### config.mk
export PLATFORM = sky130hd
export DESIGN_NAME = fir_ctrl_fsm
export DESIGN_NICKNAME = d
export VERILOG_FILES = /design/src/rtl/fir_ctrl_fsm.sv
export SDC_FILE = /design/constraint.sdc
export NUM_CORES = 1
export LEC_CHECK = 0
export BUFFER_PORTS_ARGS = -buffer_cell sky130_fd_sc_hd__buf_4
export CAP_MARGIN = 40
export CORE_ASPECT_RATIO = 1.75
export CORE_MARGIN = 8
export CORE_UTILIZATION = 25
export DETAILED_ROUTE_END_ITERATION = 12
export GPL_ROUTABILITY_DRIVEN = 0
export GPL_TIMING_DRIVEN = 0
export PLACE_DENSITY = 0.51
export SKIP_CTS_REPAIR_TIMING = 1
export SLEW_MARGIN = 10
export SYNTH_ARGS = -nofsm -noshare
export SYNTH_HDL_FRONTEND = slang
export SYNTH_SLANG_ARGS = --single-unit
### constraint.sdc
create_clock -name clk_i -period 2.3 [get_ports clk_i]
set_input_delay 0 -clock clk_i [delete_from_list [all_inputs] [get_ports clk_i]]
set_output_delay 0 -clock clk_i [all_outputs]
set_load 0.005 [all_outputs]
### src/rtl/fir_ctrl_fsm.sv
// Top-level job sequencer of the FIR HWPE: latch config, load taps, run x/y streams, signal done.
// Optional watchdog enabled by defining FIR_CTRL_TIMEOUT_EN.
module fir_ctrl_fsm #(
    parameter int unsigned NB_TAPS        = 16,
    parameter int unsigned ADDR_W         = 32,
    parameter int unsigned LEN_W          = 16,
    parameter int unsigned TIMEOUT_CYCLES = 1024
) (
    input  logic              clk_i,
    input  logic              rst_ni,
    input  logic              clear_i,
    input  logic              start_i,
    input  logic [ADDR_W-1:0] x_addr_i,
    input  logic [ADDR_W-1:0] h_addr_i,
    input  logic [ADDR_W-1:0] y_addr_i,
    input  logic [4:0]        right_shift_i,
    input  logic [LEN_W-1:0]  signal_length_i,
    input  logic              tap_done_i,
    input  logic              y_valid_i,
    input  logic              y_ready_i,
    input  logic              y_sink_done_i,
    output logic              h_req_start_o,
    output logic              x_req_start_o,
    output logic              y_req_start_o,
    output logic [ADDR_W-1:0] x_addr_o,
    output logic [ADDR_W-1:0] h_addr_o,
    output logic [ADDR_W-1:0] y_addr_o,
    output logic [LEN_W-1:0]  h_length_o,
    output logic [LEN_W-1:0]  xy_length_o,
    output logic [5:0]        right_shift_o,
    output logic              busy_o,
    output logic              done_o,
    output logic              err_o
);

    typedef enum logic [1:0] {StIdle, StTapBuffer, StCompute, StDrain} state_e;

    state_e            state_q, state_d;
    logic [LEN_W-1:0]  cnt_q, cnt_d;
    logic              h_start_q, h_start_d;
    logic              xy_start_q, xy_start_d;
    logic              done_q, done_d;
    logic              latch;
    logic              hs;
    logic [ADDR_W-1:0] x_addr_q, h_addr_q, y_addr_q;
    logic [LEN_W-1:0]  len_q;
    logic [4:0]        shift_q;

    assign hs = y_valid_i & y_ready_i;

`ifdef FIR_CTRL_TIMEOUT_EN
    localparam int unsigned WdW = $clog2(TIMEOUT_CYCLES + 1);
    logic [WdW-1:0] wd_q, wd_d;
    logic           err_q, err_d;
`endif

    always_comb begin
        state_d    = state_q;
        cnt_d      = cnt_q;
        h_start_d  = 1'b0;
        xy_start_d = 1'b0;
        done_d     = 1'b0;
        latch      = 1'b0;
        if (clear_i) begin
            state_d = StIdle;
            cnt_d   = '0;
        end else begin
            unique case (state_q)
                StIdle: begin
                    if (start_i) begin
                        latch = 1'b1;
                        if (signal_length_i == '0) begin
                            done_d = 1'b1;
                        end else begin
                            h_start_d = 1'b1;
                            state_d   = StTapBuffer;
                        end
                    end
                end
                StTapBuffer: begin
                    if (tap_done_i) begin
                        xy_start_d = 1'b1;
                        cnt_d      = '0;
                        state_d    = StCompute;
                    end
                end
                StCompute: begin
                    if (hs) begin
                        cnt_d = cnt_q + LEN_W'(1);
                        if (cnt_q == len_q - LEN_W'(1)) begin
                            state_d = StDrain;
                        end
                    end
                end
                StDrain: begin
                    if (y_sink_done_i) begin
                        done_d  = 1'b1;
                        state_d = StIdle;
                    end
                end
                default: state_d = StIdle;
            endcase
        end

`ifdef FIR_CTRL_TIMEOUT_EN
        // Watchdog restarts on any progress: a state change or a counted output.
        wd_d  = '0;
        err_d = 1'b0;
        if (!clear_i && state_q != StIdle && state_d == state_q
            && !(state_q == StCompute && hs)) begin
            if (wd_q == WdW'(TIMEOUT_CYCLES - 1)) begin
                err_d   = 1'b1;
                state_d = StIdle;
                cnt_d   = '0;
            end else begin
                wd_d = wd_q + WdW'(1);
            end
        end
`endif
    end

    always_ff @(posedge clk_i or negedge rst_ni) begin
        if (!rst_ni) begin
            state_q    <= StIdle;
            cnt_q      <= '0;
            h_start_q  <= 1'b0;
            xy_start_q <= 1'b0;
            done_q     <= 1'b0;
            x_addr_q   <= '0;
            h_addr_q   <= '0;
            y_addr_q   <= '0;
            len_q      <= '0;
            shift_q    <= '0;
        end else begin
            state_q    <= state_d;
            cnt_q      <= cnt_d;
            h_start_q  <= h_start_d;
            xy_start_q <= xy_start_d;
            done_q     <= done_d;
            if (latch) begin
                x_addr_q <= x_addr_i;
                h_addr_q <= h_addr_i;
                y_addr_q <= y_addr_i;
                len_q    <= signal_length_i;
                shift_q  <= right_shift_i;
            end
        end
    end

`ifdef FIR_CTRL_TIMEOUT_EN
    always_ff @(posedge clk_i or negedge rst_ni) begin
        if (!rst_ni) begin
            wd_q  <= '0;
            err_q <= 1'b0;
        end else begin
            wd_q  <= wd_d;
            err_q <= err_d;
        end
    end
    assign err_o = err_q;
`else
    assign err_o = 1'b0;
`endif

    assign h_req_start_o = h_start_q;
    assign x_req_start_o = xy_start_q;
    assign y_req_start_o = xy_start_q;
    assign x_addr_o      = x_addr_q;
    assign h_addr_o      = h_addr_q;
    assign y_addr_o      = y_addr_q;
    assign h_length_o    = LEN_W'(NB_TAPS);
    assign xy_length_o   = len_q;
    assign right_shift_o = {1'b0, shift_q};
    assign busy_o        = (state_q != StIdle);
    assign done_o        = done_q;

endmodule

==> results of run 1 <==
[flip-flops by register name, indices dropped and copies added, names as in the netlist]
| name | count |
|---|---|
| shift_q | 5 |
| xy_length_o | 16 |
| x_req_start_o | 1 |
| y_addr_o | 32 |
| x_addr_o | 32 |
| h_addr_o | 32 |
| state_q | 2 |
| done_o | 1 |
| h_req_start_o | 1 |
| cnt_q | 16 |
[routing by layer]
layer  track usage (%)  up-vias  part of all wire [%]
met5                 0        -                     0
met4             7.307        0                   2.8
met3             5.067       35                   5.7
met2             27.63      176                    56
met1             13.95     2886                    36
li1                  -     3089                     -
[stage by stage]
stage | total power, W | hold slack [ns] | cell area (µm²) | TNS [ns]
finish | 0.01185 | 0.1313 | 10600 | -0.3119
global route | 0.01272 | 0.1018 | 10600 | -0.7332
CTS | 0.01163 | -0.4253 | 9181 | -39.33
detailed placement | 0.008664 | 0.04219 | 8572 | -38.33
global placement | 0.008596 | 0.1891 | 8537 | -34.64
floorplan | 0.005997 | -0.2956 | 6300 | 0
[worst min-delay path, delay by kind of cell]
family	cells	cell delay [ns]
simple gates	2	0.28
compound gates	2	0.16
buf+inv	1	0.08
[cell usage after synthesis, drive strengths merged, types with 3 or more instances]
cell type    n
nor2b        5
nand2      357
nand3       10
nor4         9
dfrtp      138
nand4        6
clkbuf      28
inv         12
nor2        28
buf         23
o21ai       13
and3         3
a21oi        9
mux2         3
or3          3
xnor2        8
xor2        17
ha           7
nor3         4
[layout make-up]
cell class                      count  area, µm²  area share (%)
Sequential cell                   138       3460           32.64
Timing Repair Buffer              383       3206           30.24
Multi-Input combinational cell    536       2615           24.67
Clock buffer                       19      442.9           4.179
Tap cell                          312      390.4           3.683
Buffer                             49      274.0           2.585
Clock inverter                     13      166.4           1.570
Inverter                           12      45.04          0.4250
[power by group through the flow]
stage	Sequential, W	Combinational [W]	Clock, W
6_report	0.00419	0.00478	0.00288
5_1_grt	0.00435	0.00531	0.00306
4_1_cts	0.00419	0.00446	0.00298
3_5_place_dp	0.00421	0.00446	0
3_3_place_gp	0.00418	0.00442	0
2_1_floorplan	0.00418	0.00182	0
[cell families (layout without fill, tap and decap cells)]
kind of cell    Yosys count  count (layout)  synth area share (%)
compound gates           42              42                 4.315
xor+xnor                 25              25                 3.512
fa+ha+maj                 7               7                 1.405
buf+inv                  63             476                 4.997
flops                   138             138                 55.39
mux                       5               5                0.8629
other cells               2              18                0.1205
simple gates            439             439                 29.40
[path summary, 6_finish.rpt]
check / startpoint / endpoint / slack, ns / cells past startpoint
max: xy_length_o[5] / state_q[1] / -0.16 / 8
min reg2reg: x_addr_o[21] / x_addr_o[21] / 0.47 / 2
max in group asynchronous: rst_ni / y_addr_o[9] / 1.40 / 3
min in group asynchronous: rst_ni / h_addr_o[31] / 0.14 / 2
max reg2reg: xy_length_o[5] / state_q[1] / -0.16 / 8
min: y_ready_i / cnt_q[0] / 0.13 / 5
==> flow_summary.toml, run 1 <==
[die]
core_region_area_um2 = 24530
area_of_the_die_um2 = 30450
design.portCount = 265
fp-row-count = 76
initial_utilization_pct = 25.41
floorplan_die_height_um = 224.9
fp.dieW_um = 135.4

[synthesis]
synth_edf_count = 0
share_of_synthesized_flip_flops_with_an_asynchronous_set_or_reset_pct = 100.0
synth_top_area_share_pct = 55.39
top_area_cells_in_the_synthesized_netlist = "dfrtp_1 55%, nand2_1 21%, buf_4 2.4%"
cell_taking_the_most_area_after_synthesis = "dfrtp_1"
synth.distinct_cells = 49
synth.ff_latch_count = 138
synth_sequential_area_ratio_pct = 55.39
syn_area_per_cell_um2 = 8.647
synth_flop_cell = "dfrtp_1"
synth_cells = 721
synth-warning-count = 0
netlist_area_um2 = 6235

[pwr]
sw_frac_of_total_pct = 35.45
cellLeakagePower_nw = 5.448
p_per_area_nw_per_um2 = 1118
pwr-share-clk_pct = 24.3
part_of_the_total_power_dissipated_in_combinational_logic_pct = 40.4
intPower_w = 0.007651
share_seq_of_total_power_pct = 35.4
net-switching-power_w = 0.004201
peakVddDrop_v = 0.0005909

[drt]
first_pass_iters = 6
drt_iter0_drc = 281
drt_drc_violations_left = 0
post_drt_antenna_nets = 0
wirelength_mm = 23.36
avgViaCountPerCell = 4.231
post_drt_wl_per_cell_um = 15.98
via_count = 6186

[clocking]
htree_levels = 4
max-clock-path-buffers = 2
num_cts_buffers = 17
tritoncts = "done"
worst_skew_pair.late_latency_ns = 0.43
cts.reportedPaths.clkPinSlew_ns = 0.06
cts.sink_count = 138
clk_root_buffer_cell = "clkbuf_16"

[final_layout]
fillerInstances = 2482
area_growth_pct = 70.00
antenna-diode-count = 0
mostFrequentLayoutCell = "nand2_1"
post_layout_nonfiller_instances = 1462
most-common-layout-cells = "357 x nand2_1, 280 x buf_4, 133 x dfrtp_1"
ratio_of_cells_with_drive_above_1_in_the_final_layout_pct = 30.70
layout.nets = 1269
post-route-util_pct = 43.20

[timing]
timing_max_transition_violations_final = 0
fmaxAchievable_ghz = 0.4061
post-route-period-util_pct = 107.1
max_slew_margin_pct = 42.05
min_period_ns = 2.462
finalClockSkew_ns = 0.008996
rsz_0062_raised_after_global_routing = "yes"
worst_slack_ns = -0.1622
finalHoldViolCount = 0
timing_worst_slew_pin_value_ns = 0.8613
setup_violations = 4

[global_routing]
track_usage_pct = 14.83
gr-total-overflow = 0
grt_max_degree = 80
grt_antenna_before_repair = 0
grt_first_pass_wirelength_mm = 34.02
grt_pass1_vias = 6047

[status]
violations = "negative setup slack"
outcome = "complete, but fails checks"

[worst_setup_path]
timing.critical_path.fanout_max = 5
cp_top_family = "simple AND/OR/NAND/NOR gates"
crit_path_end_kind = "flop"
critical_path_required_ns = 2.61
cp.arrival_ns = 2.77
timing.critical_path.slowest_stage_cell = "or4b_4"
cp.buffers_inverters = 1
category_of_the_worst_setup_path_launch_point = "flop"
crit_type = "reg2reg"
critical-path-max-stage-delay_ns = 0.49
cp_cell_sequence = "nor4_4, buf_4, nand3_4, or4b_4, o2111ai_2, o21a_1, nand4_1, mux2_4"

[placement]
detailedPlacementHpwl_mm = 17.33
detailedPlace.worstSlack_ns = -0.5159
placed_cells = 1296
buffer_ports.inserted = 246

[flow_run]
max_cap_viols = 0

[hold_path]
tightest_hold_check_type = "in2reg"
No activity file was read; power rests on OpenSTA's default activity.
==> inputs of run 2 (changes only) <==
- RECOVER_POWER: default -> 25
==> run 2 against run 1 <==
Compared with the run above: the flow finishes with violations (max-capacitance violations, max-slew violations, negative setup slack); wire length about the same; sequential share of layout area increased by 0.11 points; die area unchanged; final cell count unchanged; global-route usage unchanged; largest power group unchanged; highest routed layer unchanged.
==> flow_summary.toml, run 2 (synthesis gave the netlist of run 1 again) <==
[die]
design.portCount = 265
core_region_area_um2 = 24530
area_of_the_die_um2 = 30450
fp.dieW_um = 135.4
floorplan_die_height_um = 224.9
fp-row-count = 76
initial_utilization_pct = 25.41

[drt]
avgViaCountPerCell = 4.231
via_count = 6185
drt_drc_violations_left = 0
post_drt_wl_per_cell_um = 15.97
wirelength_mm = 23.34
first_pass_iters = 6
drt_iter0_drc = 292
post_drt_antenna_nets = 0

[worst_setup_path]
critical_path_required_ns = 2.61
critPathCapture = "state_q[1]"
timing.critical_path.fanout_max = 5
crit_path_end_kind = "flop"
cp_top_family = "simple AND/OR/NAND/NOR gates"
cp.buffers_inverters = 1
crit_type = "reg2reg"
cp.arrival_ns = 2.77
critical-path-max-stage-delay_ns = 0.49
worstReg2RegEnd = "state_q[1]"
cp-startpoint = "xy_length_o[5]"
crit_cells = 8
r2r_setup_slack_ns = -0.16
cp_cell_sequence = "nor4_4, buf_4, nand3_4, or4b_4, o2111ai_2, o21a_1, nand4_1, mux2_4"
rr_worst_depth = 8
timing.critical_path.slowest_stage_cell = "or4b_4"
category_of_the_worst_setup_path_launch_point = "flop"
worst_r2r_startpoint = "xy_length_o[5]"

[final_layout]
antenna-diode-count = 0
mostFrequentLayoutCell = "nand2_1"
most-common-layout-cells = "357 x nand2_1, 260 x buf_4, 133 x dfrtp_1"
fillerInstances = 2491
area_growth_pct = 69.42
ratio_of_cells_with_drive_above_1_in_the_final_layout_pct = 30.09
layout.nets = 1269

[placement]
detailedPlacementHpwl_mm = 17.33
buffer_ports.inserted = 246

[clocking]
worst_skew_pair.late_latency_ns = 0.43
htree_levels = 4
max-clock-path-buffers = 2
clk_root_buffer_cell = "clkbuf_16"
cts.sink_count = 138
cts.reportedPaths.clkPinSlew_ns = 0.06
tritoncts = "done"
num_cts_buffers = 17

[global_routing]
grt_util_met2_pct = 27.63
grt_first_pass_wirelength_mm = 34.02
grt_antenna_before_repair = 0
track_usage_pct = 14.83
grt_max_degree = 80
grt_pass1_vias = 6047
grtUsageMet1_pct = 13.95
grt-busiest-layer = "met2"
gr-total-overflow = 0
groute.layer.met3.usage_pct = 5.067

[hold_path]
tightest_hold_check_type = "in2reg"

[timing]
finalHoldViolCount = 0
fin_hold_ws_ns = 0.1447
timing_max_transition_violations_final = 79
finalClockSkew_ns = 0.008987
post-route-period-util_pct = 107.0
min_period_ns = 2.461
timing_worst_slew_pin_value_ns = 1.902
max_slew_margin_pct = -26.81
rsz_0062_raised_after_global_routing = "yes"
worst_slack_ns = -0.1613
setup_violations = 4
fmaxAchievable_ghz = 0.4063

[pwr]
peakVddDrop_v = 0.0005908
sw_frac_of_total_pct = 35.55
share_seq_of_total_power_pct = 35.5
net-switching-power_w = 0.004195
cellLeakagePower_nw = 5.413
post-layout-total-power_w = 0.01180
p_per_area_nw_per_um2 = 1117
pwr-share-clk_pct = 24.4
intPower_w = 0.007604
part_of_the_total_power_dissipated_in_combinational_logic_pct = 40.1

[flow_run]
max_cap_viols = 1

[status]
violations = "max-capacitance violations, max-slew violations, negative setup slack"
outcome = "complete, but fails checks"
## run 2: cell type report
| cell class | count | area (µm²) | share of cell area [%] |
|---|---|---|---|
| Inverter | 12 | 45.04 | 0.4264 |
| Multi-Input combinational cell | 536 | 2615 | 24.76 |
| Buffer | 49 | 274.0 | 2.594 |
| Clock buffer | 19 | 442.9 | 4.193 |
| Tap cell | 312 | 390.4 | 3.696 |
| Timing Repair Buffer | 383 | 3169 | 30.00 |
| Sequential cell | 138 | 3460 | 32.75 |
| Clock inverter | 13 | 166.4 | 1.575 |
## run 2: worst min-delay path by stage
stage / startpoint / to / depth (start not counted)
2_1_floorplan: rst_ni / cnt_q[0] / 0
3_3_place_gp: x_addr_i[12] / x_addr_o[12] / 3
3_5_place_dp: rst_ni / h_addr_o[31] / 1
4_1_cts: rst_ni / xy_length_o[12] / 1
5_1_grt: y_ready_i / cnt_q[0] / 5
6_report: y_ready_i / cnt_q[0] / 5
## run 2: through the flow
stage          instances  worst slack (ns)  instance area [µm²]  util [%]  TNS [ns]
6_report            1462           -0.1613                10560     43.05   -0.3076
3_3_place_gp        1295           -0.4736                 8537     34.80    -34.64
3_5_place_dp        1296           -0.5159                 8572     34.94    -38.33
4_1_cts             1328           -0.5238                 9181     37.42    -39.33
5_1_grt             1462           -0.2578                10560     43.05   -0.7623
2_1_floorplan        737           0.02863                 6300         -         0
## run 2: power groups by stage
| stage | sequential (W) | combinational (W) | clock, W |
|---|---|---|---|
| after floorplan | 0.00418 | 0.00182 | 0 |
| after global placement | 0.00418 | 0.00442 | 0 |
| after detailed placement | 0.00421 | 0.00446 | 0 |
| after CTS | 0.00419 | 0.00446 | 0.00298 |
| after global routing | 0.00435 | 0.00526 | 0.00306 |
| final | 0.00419 | 0.00473 | 0.00288 |
## run 2: worst min-delay path, delay by kind of cell
kind                   cells  cell delay (ns)
AO/OA/AOI/OAI              2             0.16
buffers and inverters      1             0.08
AND/OR/NAND/NOR            2             0.28
## run 2: metal layers
layer | part of all wire (%) | wire (µm)
met3 | 5.7 | 1334
met5 | 0 | 0
met1 | 36 | 8320
met4 | 2.8 | 660
met2 | 56 | 13030
==> inputs of run 3 (changes only) <==
--- a/config.mk
+++ b/config.mk
@@ -6,4 +6,5 @@
 export NUM_CORES = 1
 export LEC_CHECK = 0
+export ABC_CLOCK_PERIOD_IN_PS = 2300
 export BUFFER_PORTS_ARGS = -buffer_cell sky130_fd_sc_hd__buf_4
 export CAP_MARGIN = 40
@@ -21,2 +22,3 @@
 export SYNTH_HDL_FRONTEND = slang
 export SYNTH_SLANG_ARGS = --single-unit
+export TNS_END_PERCENT = 50
==> constraint.sdc (replaced) <==
create_clock -name clk_i -period 2.3 [get_ports clk_i]
set_input_delay 0.46 -clock clk_i [delete_from_list [all_inputs] [get_ports clk_i]]
set_output_delay 0.46 -clock clk_i [all_outputs]
set_load 0.005 [all_outputs]
==> run 3 against run 2 <==
Compared with the run above: the run still ends with max-capacitance violations, max-slew violations, negative setup slack left; register-to-register slack barely moved; combinational power fell by 3%; clock power barely moved; sequential share of layout area rose by 4.2 points; critical path type unchanged.
==> flow_summary.toml, run 3 (synthesis gave the netlist of run 1 again) <==
[global_routing]
grt_max_degree = 80
track_usage_pct = 14.83
gr-total-overflow = 0
grt_first_pass_wirelength_mm = 34.02
grt_pass1_vias = 6047
grt_antenna_before_repair = 0

[drt]
post_drt_wl_per_cell_um = 16.63
avgViaCountPerCell = 4.250
drt_iter0_drc = 256
first_pass_iters = 4
wirelength_mm = 22.31
post_drt_antenna_nets = 0
via_count = 5699
drt_drc_violations_left = 0

[placement]
detailedPlacementHpwl_mm = 17.33
buffer_ports.inserted = 246

[worst_setup_path]
cp.arrival_ns = 2.78
worstReg2RegEnd = "state_q[1]"
r2r_setup_slack_ns = -0.17
cp-startpoint = "xy_length_o[5]"
critical_path_required_ns = 2.61
worst_r2r_startpoint = "xy_length_o[5]"
critical-path-max-stage-delay_ns = 0.49
crit_type = "reg2reg"
rr_worst_depth = 8
critPathCapture = "state_q[1]"
crit_cells = 8
cp_top_family = "simple AND/OR/NAND/NOR gates"
crit_path_end_kind = "flop"
cp_cell_sequence = "nor4_4, buf_4, nand3_4, or4b_4, o2111ai_2, o21a_1, nand4_1, mux2_4"
category_of_the_worst_setup_path_launch_point = "flop"
cp.buffers_inverters = 1
timing.critical_path.fanout_max = 5
timing.critical_path.slowest_stage_cell = "or4b_4"

[pwr]
cellLeakagePower_nw = 4.934
peakVddDrop_v = 0.0005762
p_per_area_nw_per_um2 = 1241

[timing]
fmaxAchievable_ghz = 0.4050
max_slew_margin_pct = -38.94
finalHoldViolCount = 0
timing_worst_slew_pin_value_ns = 2.084
totalNegativeSetupSlack_ns = -0.3169
worst_slack_ns = -0.1689
rsz_0062_raised_after_global_routing = "yes"
min_period_ns = 2.469
post-route-period-util_pct = 107.3
setup_violations = 4
finalClockSkew_ns = 0.007595
timing_max_transition_violations_final = 79

[final_layout]
post-route-util_pct = 38.17
fillerInstances = 2611
most-common-layout-cells = "357 x nand2_1, 280 x buf_4, 133 x dfrtp_1"
ratio_of_cells_with_drive_above_1_in_the_final_layout_pct = 34.31
antenna-diode-count = 0
layout.nets = 1148
area_growth_pct = 50.21
mostFrequentLayoutCell = "nand2_1"

[die]
fp.dieW_um = 135.4
design.portCount = 265
fp-row-count = 76
area_of_the_die_um2 = 30450
floorplan_die_height_um = 224.9
initial_utilization_pct = 25.41
core_region_area_um2 = 24530

[clocking]
tritoncts = "done"
max-clock-path-buffers = 2
clk_root_buffer_cell = "clkbuf_16"
htree_levels = 4
cts.reportedPaths.clkPinSlew_ns = 0.07
worst_skew_pair.late_latency_ns = 0.43
num_cts_buffers = 17
cts.sink_count = 138

[status]
outcome = "complete, but fails checks"
violations = "max-capacitance violations, max-slew violations, negative setup slack"

[hold_path]
tightest_hold_check_type = "in2reg"

[flow_run]
max_cap_viols = 1
-- run 3: cell count changes in the layout (fill, tap and decap cells not counted) --
cell	delta
buf_8	+1
clkbuf_4	-13
buf_4	+20
clkbuf_2	+1
buf_16	-1
buf_2	-1
dlygate4sd3_1	-121
clkbuf_1	-7
-- run 3: layout make-up --
cell class / instances / area [µm²] / share of cell area, %
Tap cell: 312 / 390.4 / 4.168
Clock inverter: 13 / 166.4 / 1.777
Sequential cell: 138 / 3460 / 36.94
Multi-Input combinational cell: 536 / 2615 / 27.92
Inverter: 12 / 45.04 / 0.4810
Buffer: 49 / 274.0 / 2.926
Clock buffer: 19 / 442.9 / 4.729
Timing Repair Buffer: 262 / 1972 / 21.06
-- run 3: worst min-delay path: stages --
cell and delay [ns]:
buf_4 0.07, nand2_1 0.04, nand2_1 0.04
-- run 3: worst min path at each step --
| stage | startpoint | end | slack, ns | depth (start not counted) |
|---|---|---|---|---|
| floorplan | rst_ni | cnt_q[0] | 0.16 | 0 |
| global placement | x_addr_o[22] | x_addr_o[22] | 0.46 | 2 |
| detailed placement | x_addr_o[23] | x_addr_o[23] | 0.46 | 2 |
| CTS | rst_ni | xy_length_o[12] | 0.03 | 1 |
| global route | x_addr_i[20] | x_addr_o[20] | 0.20 | 3 |
| finish | h_addr_i[7] | h_addr_o[7] | 0.22 | 3 |
-- run 3: layer usage --
layer	track usage (%)	share of wire, %	vias up
met5	0	0	-
met4	7.307	3.6	0
met2	27.63	56	172
met1	13.95	34	2642
li1	-	-	2849
met3	5.067	7.0	36
-- run 3: through the flow --
stage | setup slack [ns] | std cells | cell area, µm² | hold slack (ns) | total power (W)
after global placement | -0.4736 | 1295 | 8537 | 0.4598 | 0.008596
after global routing | -0.2580 | 1341 | 9365 | 0.1951 | 0.01251
after floorplan | 0.02863 | 737 | 6300 | 0.1644 | 0.005997
final | -0.1689 | 1341 | 9365 | 0.2154 | 0.01163
after detailed placement | -0.5159 | 1296 | 8572 | 0.4640 | 0.008664
after CTS | -0.5238 | 1328 | 9181 | 0.03470 | 0.01163
-- run 3: where the power goes --
| group | switching, W | internal [W] |
|---|---|---|
| clock | 0.00112 | 0.00174 |
| combinational | 0.00224 | 0.00233 |
| sequential | 0.000750 | 0.00344 |
